$ cat src/rtl/picobello_pkg.sv
// picobello_pkg: AXI response codes, default error read pattern and responder FSM state types.
package picobello_pkg;
  typedef enum logic [1:0] {
    RESP_OKAY   = 2'b00,
    RESP_EXOKAY = 2'b01,
    RESP_SLVERR = 2'b10,
    RESP_DECERR = 2'b11
  } axi_resp_e;
  localparam logic [63:0] RDATA_DEFAULT = 64'hBADC_AB1E_BADC_AB1E;
  typedef enum logic [1:0] {W_IDLE, W_DRAIN, W_RESP} w_state_e;
  typedef enum logic {R_IDLE, R_BURST} r_state_e;
endpackage

$ cat src/rtl/fifo_v3.sv
// fifo_v3: common_cells-compatible synchronous FIFO (subset of ports used here).
//   clk_i/rst_ni   clock, async active-low reset
//   flush_i        empties the FIFO
//   full_o/empty_o registered status
//   data_i/push_i  write side; push while full is ignored
//   data_o/pop_i   read side; pop while empty is ignored
module fifo_v3 #(
  parameter bit          FALL_THROUGH = 1'b0,
  parameter int unsigned DATA_WIDTH   = 32,
  parameter int unsigned DEPTH        = 8,
  parameter type         dtype        = logic [DATA_WIDTH-1:0]
) (
  input  logic clk_i,
  input  logic rst_ni,
  input  logic flush_i,
  output logic full_o,
  output logic empty_o,
  input  dtype data_i,
  input  logic push_i,
  output dtype data_o,
  input  logic pop_i
);
  localparam int unsigned AW = (DEPTH > 1) ? $clog2(DEPTH) : 1;
  logic [AW-1:0] rd_q, wr_q;
  logic [AW:0] cnt_q;
  logic push_ok, pop_ok;
  dtype mem_q [DEPTH];
  assign full_o  = cnt_q == (AW+1)'(DEPTH);
  assign empty_o = cnt_q == '0;
  // In fall-through mode a push popped in the same cycle bypasses storage.
  assign push_ok = push_i & ~full_o & ~(FALL_THROUGH & empty_o & pop_i);
  assign pop_ok  = pop_i & ~empty_o;
  assign data_o  = (FALL_THROUGH && empty_o) ? data_i : mem_q[rd_q];
  always_ff @(posedge clk_i or negedge rst_ni) begin
    if (!rst_ni) begin
      rd_q  <= '0;
      wr_q  <= '0;
      cnt_q <= '0;
    end else if (flush_i) begin
      rd_q  <= '0;
      wr_q  <= '0;
      cnt_q <= '0;
    end else begin
      if (push_ok) wr_q <= (wr_q == AW'(DEPTH-1)) ? '0 : wr_q + 1'b1;
      if (pop_ok) rd_q <= (rd_q == AW'(DEPTH-1)) ? '0 : rd_q + 1'b1;
      cnt_q <= cnt_q + (AW+1)'(push_ok) - (AW+1)'(pop_ok);
    end
  end
  always_ff @(posedge clk_i) begin
    if (push_ok) mem_q[wr_q] <= data_i;
  end
endmodule

$ cat src/rtl/picobello_axi_err_responder.sv
// picobello_axi_err_responder: AXI4 subordinate answering every request with an error response.
//   AW/W/B: AW IDs buffered in a FIFO, W beats drained, one B per burst with Resp.
//   AR/R  : {id,len} buffered in a FIFO, len+1 R beats of RData with Resp.
//   Optional macro PB_ERR_RESP_LOG_EN adds log_clr_i, err_cnt_o, err_addr_o, err_seen_o.
module picobello_axi_err_responder
  import picobello_pkg::*;
#(
  parameter int unsigned AddrWidth = 48,
  parameter int unsigned DataWidth = 64,
  parameter int unsigned IdWidth   = 4,
  parameter int unsigned MaxTxns   = 4,
  parameter logic [1:0]  Resp      = RESP_DECERR,
  parameter logic [63:0] RData     = RDATA_DEFAULT
) (
  input  logic                 clk_i,
  input  logic                 rst_ni,
  input  logic                 aw_valid_i,
  output logic                 aw_ready_o,
  input  logic [IdWidth-1:0]   aw_id_i,
  input  logic [AddrWidth-1:0] aw_addr_i,
  input  logic                 w_valid_i,
  output logic                 w_ready_o,
  input  logic                 w_last_i,
  output logic                 b_valid_o,
  input  logic                 b_ready_i,
  output logic [IdWidth-1:0]   b_id_o,
  output logic [1:0]           b_resp_o,
  input  logic                 ar_valid_i,
  output logic                 ar_ready_o,
  input  logic [IdWidth-1:0]   ar_id_i,
  input  logic [AddrWidth-1:0] ar_addr_i,
  input  logic [7:0]           ar_len_i,
  output logic                 r_valid_o,
  input  logic                 r_ready_i,
  output logic [IdWidth-1:0]   r_id_o,
  output logic [DataWidth-1:0] r_data_o,
  output logic [1:0]           r_resp_o,
  output logic                 r_last_o
`ifdef PB_ERR_RESP_LOG_EN
  ,
  input  logic                 log_clr_i,
  output logic [31:0]          err_cnt_o,
  output logic [AddrWidth-1:0] err_addr_o,
  output logic                 err_seen_o
`endif
);
  logic aw_full, aw_empty, ar_full, ar_empty;
  logic aw_hs, ar_hs, w_pop, r_beat, r_pop;
  logic [IdWidth-1:0] aw_head, b_id_q;
  logic [IdWidth+7:0] ar_head;
  logic [7:0] cnt_q;
  w_state_e w_q, w_d;
  r_state_e r_q, r_d;
  // Readies are held low while reset is asserted and come straight from registered full.
  assign aw_ready_o = rst_ni & ~aw_full;
  assign ar_ready_o = rst_ni & ~ar_full;
  assign aw_hs = aw_valid_i & aw_ready_o;
  assign ar_hs = ar_valid_i & ar_ready_o;
  assign w_pop = w_valid_i & w_ready_o & w_last_i;
  assign r_beat = r_valid_o & r_ready_i;
  assign r_pop = r_beat & r_last_o;
  fifo_v3 #(.FALL_THROUGH(1'b0), .DATA_WIDTH(IdWidth), .DEPTH(MaxTxns)) i_aw_fifo (
    .clk_i, .rst_ni, .flush_i(1'b0), .full_o(aw_full), .empty_o(aw_empty),
    .data_i(aw_id_i), .push_i(aw_hs), .data_o(aw_head), .pop_i(w_pop)
  );
  fifo_v3 #(.FALL_THROUGH(1'b0), .DATA_WIDTH(IdWidth+8), .DEPTH(MaxTxns)) i_ar_fifo (
    .clk_i, .rst_ni, .flush_i(1'b0), .full_o(ar_full), .empty_o(ar_empty),
    .data_i({ar_id_i, ar_len_i}), .push_i(ar_hs), .data_o(ar_head), .pop_i(r_pop)
  );
  // Leaving IDLE on the push itself lets the first W/R cycle follow the address handshake directly.
  always_comb begin
    w_d = (w_q == W_IDLE)  ? ((~aw_empty | aw_hs) ? W_DRAIN : W_IDLE) :
          (w_q == W_DRAIN) ? (w_pop ? W_RESP : W_DRAIN) :
                             (b_ready_i ? W_IDLE : W_RESP);
    r_d = (r_q == R_IDLE) ? ((~ar_empty | ar_hs) ? R_BURST : R_IDLE) :
                            (r_pop ? R_IDLE : R_BURST);
  end
  assign w_ready_o = w_q == W_DRAIN;
  assign b_valid_o = w_q == W_RESP;
  assign b_id_o    = b_valid_o ? b_id_q : '0;
  assign b_resp_o  = b_valid_o ? Resp : '0;
  assign r_valid_o = r_q == R_BURST;
  assign r_id_o    = r_valid_o ? ar_head[IdWidth+7:8] : '0;
  assign r_data_o  = r_valid_o ? DataWidth'(RData) : '0;
  assign r_resp_o  = r_valid_o ? Resp : '0;
  assign r_last_o  = r_valid_o & (cnt_q == ar_head[7:0]);
  always_ff @(posedge clk_i or negedge rst_ni) begin
    if (!rst_ni) begin
      w_q    <= W_IDLE;
      r_q    <= R_IDLE;
      b_id_q <= '0;
      cnt_q  <= '0;
    end else begin
      w_q    <= w_d;
      r_q    <= r_d;
      b_id_q <= w_pop ? aw_head : b_id_q;
      cnt_q  <= (r_q == R_IDLE) ? '0 : r_beat ? cnt_q + 8'd1 : cnt_q;
    end
  end
`ifdef PB_ERR_RESP_LOG_EN
  logic [31:0] cnt_base;
  logic [32:0] cnt_sum;
  // A clear only removes history; handshakes in the same cycle are still recorded.
  assign cnt_base = log_clr_i ? '0 : err_cnt_o;
  assign cnt_sum  = {1'b0, cnt_base} + 33'(aw_hs) + 33'(ar_hs);
  always_ff @(posedge clk_i or negedge rst_ni) begin
    if (!rst_ni) begin
      err_cnt_o  <= '0;
      err_addr_o <= '0;
      err_seen_o <= 1'b0;
    end else begin
      err_cnt_o  <= cnt_sum[32] ? '1 : cnt_sum[31:0];
      err_addr_o <= ar_hs ? ar_addr_i : aw_hs ? aw_addr_i : log_clr_i ? '0 : err_addr_o;
      err_seen_o <= aw_hs | ar_hs | (err_seen_o & ~log_clr_i);
    end
  end
`endif
endmodule
$ cat config.mk
export PLATFORM = sky130hd
export DESIGN_NAME = picobello_axi_err_responder
export DESIGN_NICKNAME = d
export VERILOG_FILES = /design/src/rtl/picobello_pkg.sv /design/src/rtl/fifo_v3.sv /design/src/rtl/picobello_axi_err_responder.sv
export SDC_FILE = /design/constraint.sdc
export NUM_CORES = 1
export LEC_CHECK = 0
export ABC_CLOCK_PERIOD_IN_PS = 6080
export CORE_ASPECT_RATIO = 2
export CORE_MARGIN = 8
export CORE_UTILIZATION = 46
export DETAILED_ROUTE_END_ITERATION = 16
export PLACE_DENSITY = 0.87
export SLEW_MARGIN = 10
export SYNTH_ARGS = -nofsm -noshare
export SYNTH_HDL_FRONTEND = slang
export SYNTH_SLANG_ARGS = --single-unit
$ cat constraint.sdc
create_clock -name clk_i -period 6.08 [get_ports clk_i]
set_input_delay 1.216 -clock clk_i [delete_from_list [all_inputs] [get_ports clk_i]]
set_output_delay 1.216 -clock clk_i [all_outputs]
set_load 0.01 [all_outputs]
==> summary.md <==
| Metric | Value |
|---|---|
| Status | completed |
| Worst hold stages | 1 |
| Worst hold-check path type | reg -> reg |
| N_diodes | 0 |
| Post-Synth Simple-Gate Area | 6.962% |
| Congestion Overflow GR | 0 |
| Clk pin slew, worst setup/hold paths | 0.06 ns |
| Ratio of cells with drive above 1 in the final layout | 9.615% |
| Crit-path max FO | 31 |
| Routed WL | 8421 µm |
| Count leader, synth | buf_4 |
| Part of the Yosys area used for sequential elements | 57.77% |
| Combinational share of power | 25.7% |
| Hold path start | i_aw_fifo.cnt_q[2] |
| First-pass GRT wire length | 12740 µm |
| Mapped cell area | 4583 µm² |
| Clock tree sinks | 93 |
| Multiplexer area fraction after synthesis | 11.17% |
| Via count | 2458 |
| Detailed Place HPWL | 6200 µm |
| Largest family of logic cells by synthesized area | buffers and inverters |
| Post-synth top area share | 41.93% |
| Syn avg cell area | 14.46 µm² |
| Top post-synthesis cells by count | buf_4, edfxtp_1, dfrtp_1 |
| Area leader, netlist | edfxtp_1 |
| FF-to-FF setup slack | 2.42 ns |
| First drt pass iteration count | 4 |
| Core footprint | 9699 µm² |
| Die ar. | 13610 µm² |
| Xor and xnor area share after synthesis | 3.576% |
| FF-to-FF Start | i_ar_fifo.rd_q[0] |
| TritonCTS clock tree | done |
| DRC viols | 0 |
| Final slew viol count | 0 |
| P_sw | 0.0005905 W |
| Post-synthesis adder-cell area fraction | 4.969% |
| Critical Path Stages | 4 |
| Yosys warns | 0 |
| Worst-Margin Slew | 0.7875 ns |
| Most common flop cell mapped by yosys | edfxtp_1 |
| Critical path start-end classification | in -> out |
| Most used cell, CP | clkdlybuf4s50_1 |
| FF+latch count, synth | 93 |
| Worst reg-to-reg path cell count | 11 |
| Worst rel slew slack | 47.50% |
| WL/cell | 16.98 µm |
| Post_cts resized | 0 |
| Iteration-0 DRC Markers | 139 |
| Total power | 0.001946 W |
| IO Pins | 202 |
| Vias/cell | 4.956 |
| H-Tree Depth | 3 |
| Root Buffer Master | clkbuf_16 |
| Max-cap violation count | 0 |
| Worst path buffer plus inverter count | 3 |
| Max Fclk | 221.1 MHz |
| Area grow syn2layout | 17.12% |
| Top Family by Delay on Critical Path | buffers and inverters |
| Overall Global Routing Usage | 12.57% |
| Clk network pwr share | 26.3% |
| Post-synthesis compound-gate area fraction | 1.938% |
| RSZ-0062 raised after global routing | false |
| Initial Utilization | 47.25% |
| Worst Path Required | 4.86 ns |
| Final Setup Violations | 0 |
| Post-CTS setup buffer count | 0 |
| Horiz. Die Dim | 86.58 µm |
| Worst Path Arrival | 3.31 ns |
| Vias in the first global route | 2625 |
| Num CTS Buffers | 9 |
| Highest-delay cell along the critical path | clkdlybuf4s50_1 |
| Period utilisation layout | 74.38% |
| PwrDens | 362.5 nW/µm² |
| Non-filler cells, final | 496 |
| PortBufs | 79 |
| # hold bufs at CTS | 0 |
| Max VDD drop | 0.3439 mV |
| Fin crit period | 4.522 ns |
| Placed Cells | 480 |
| Synthesized instance count | 317 |
| Initial antenna violation count | 0 |
| Post-synth cell types | 38 |
| Final Hold Fails | 0 |
| Worst Clk Skew | 0.008781 ns |
| Leakage | 2.097 nW |
| WHS Endpoint | i_aw_fifo.cnt_q[2] |
| Maximum clock path buffer count | 2 |
| RePlAce Congestion | 0.7819 |
| Cell Int Power | 0.001355 W |
| Crit path cell chain | clkdlybuf4s50_1 > buf_4 > a21boi_0 > clkdlybuf4s50_1 |
| Final ANT Viol Nets | 0 |
| Post-synth EDFFs | 64 |
| Nets | 496 |
| Reg-to-Reg End | i_ar_fifo.cnt_q[2] |
| Post-synth ARST share | 31.18% |
| Crit end category | output pin |
| Sw Share | 30.35% |
| Die Y | 157.2 µm |
| Final TNS setup | 0 ns |
| Worst setup SP type | input pin |
| Largest net degree at the start of global routing | 58 |
| Final hold slack | 0.5301 ns |
| Row count | 51 |
| Slowest stage delay, CP | 0.66 ns |
| Reg power frac | 48.0% |
| Synth top area cells | edfxtp_1, dfrtp_1, buf_4 |
| Clock latency on the worst-skew pair | 0.34 ns |
[kinds of logic after synthesis]
kind of cell / Yosys count
other cells: 1
flops: 93
fa+ha+maj: 17
buf+inv: 92
simple gates: 56
xor+xnor: 17
mux: 28
compound gates: 13
[cell usage in the layout (no fill, tap or decap), types with 3 or more instances in the layout]
cell	count
mux2i_1	5
nand4_1	4
and2_1	10
o21ai_0	6
conb_1	26
mux4_1	9
mux4_2	6
inv_1	17
and3_1	13
edfxtp_1	64
mux2_2	6
nand2_1	8
dfrtp_1	29
xnor2_1	14
or3_1	3
a21boi_0	3
clkdlybuf4s50_1	79
clkbuf_16	9
ha_1	15
nor2_1	9
[per-layer routing]
layer / wire, µm / up-vias / track usage, %
li1: - / 1121 / -
met1: 2750 / 1190 / 10.97
met2: 4436 / 125 / 22.86
met3: 896 / 22 / 4.282
met4: 337 / 0 / 9.016
met5: 0 / - / 0
[area by class of cell]
class                   count  area (µm²)
inverters                  17       63.81
fillers                   770        4332
multi-input cells         157        1409
repair buffers             81       805.8
clock buffers               9       225.2
clock inverters             7       51.30
flip-flops and latches     93        2648
well taps                 132       165.2
[flip-flops by register name (all words and copies together), names as in the netlist]
signal / cells
i_ar_fifo.mem_q: 48
i_aw_fifo.mem_q: 16
cnt_q: 8
b_id_q: 4
i_ar_fifo.cnt_q: 3
i_aw_fifo.cnt_q: 3
i_ar_fifo.rd_q: 2
i_ar_fifo.wr_q: 2
i_aw_fifo.rd_q: 2
i_aw_fifo.wr_q: 2
w_q: 2
r_valid_o: 1
[per-stage QoR]
step | util [%] | worst slack [ns] | area (µm²)
finish | 55.34 | 1.558 | 5368
global route | 55.34 | 1.392 | 5368
CTS | 55.34 | 1.553 | 5368
detailed placement | 52.49 | 1.560 | 5091
global placement | 52.49 | 1.597 | 5091
floorplan | - | 2.731 | 4677
[worst max path at each step]
stage               startpoint    endpoint
floorplan            r_valid_o    r_last_o
finish                  rst_ni  ar_ready_o
CTS                     rst_ni  ar_ready_o
global route            rst_ni  ar_ready_o
detailed placement      rst_ni  ar_ready_o
global placement        rst_ni  ar_ready_o
[power groups by stage]
stage	Combinational [W]	Clock [W]	Sequential, W
after floorplan	0.000399	0	0.000891
after global placement	0.000467	0	0.000935
after detailed placement	0.000501	0	0.000946
after CTS	0.000506	0.000521	0.000936
after global routing	0.000555	0.000547	0.000954
final	0.000500	0.000512	0.000934
No activity file was read; power rests on OpenSTA's default activity.
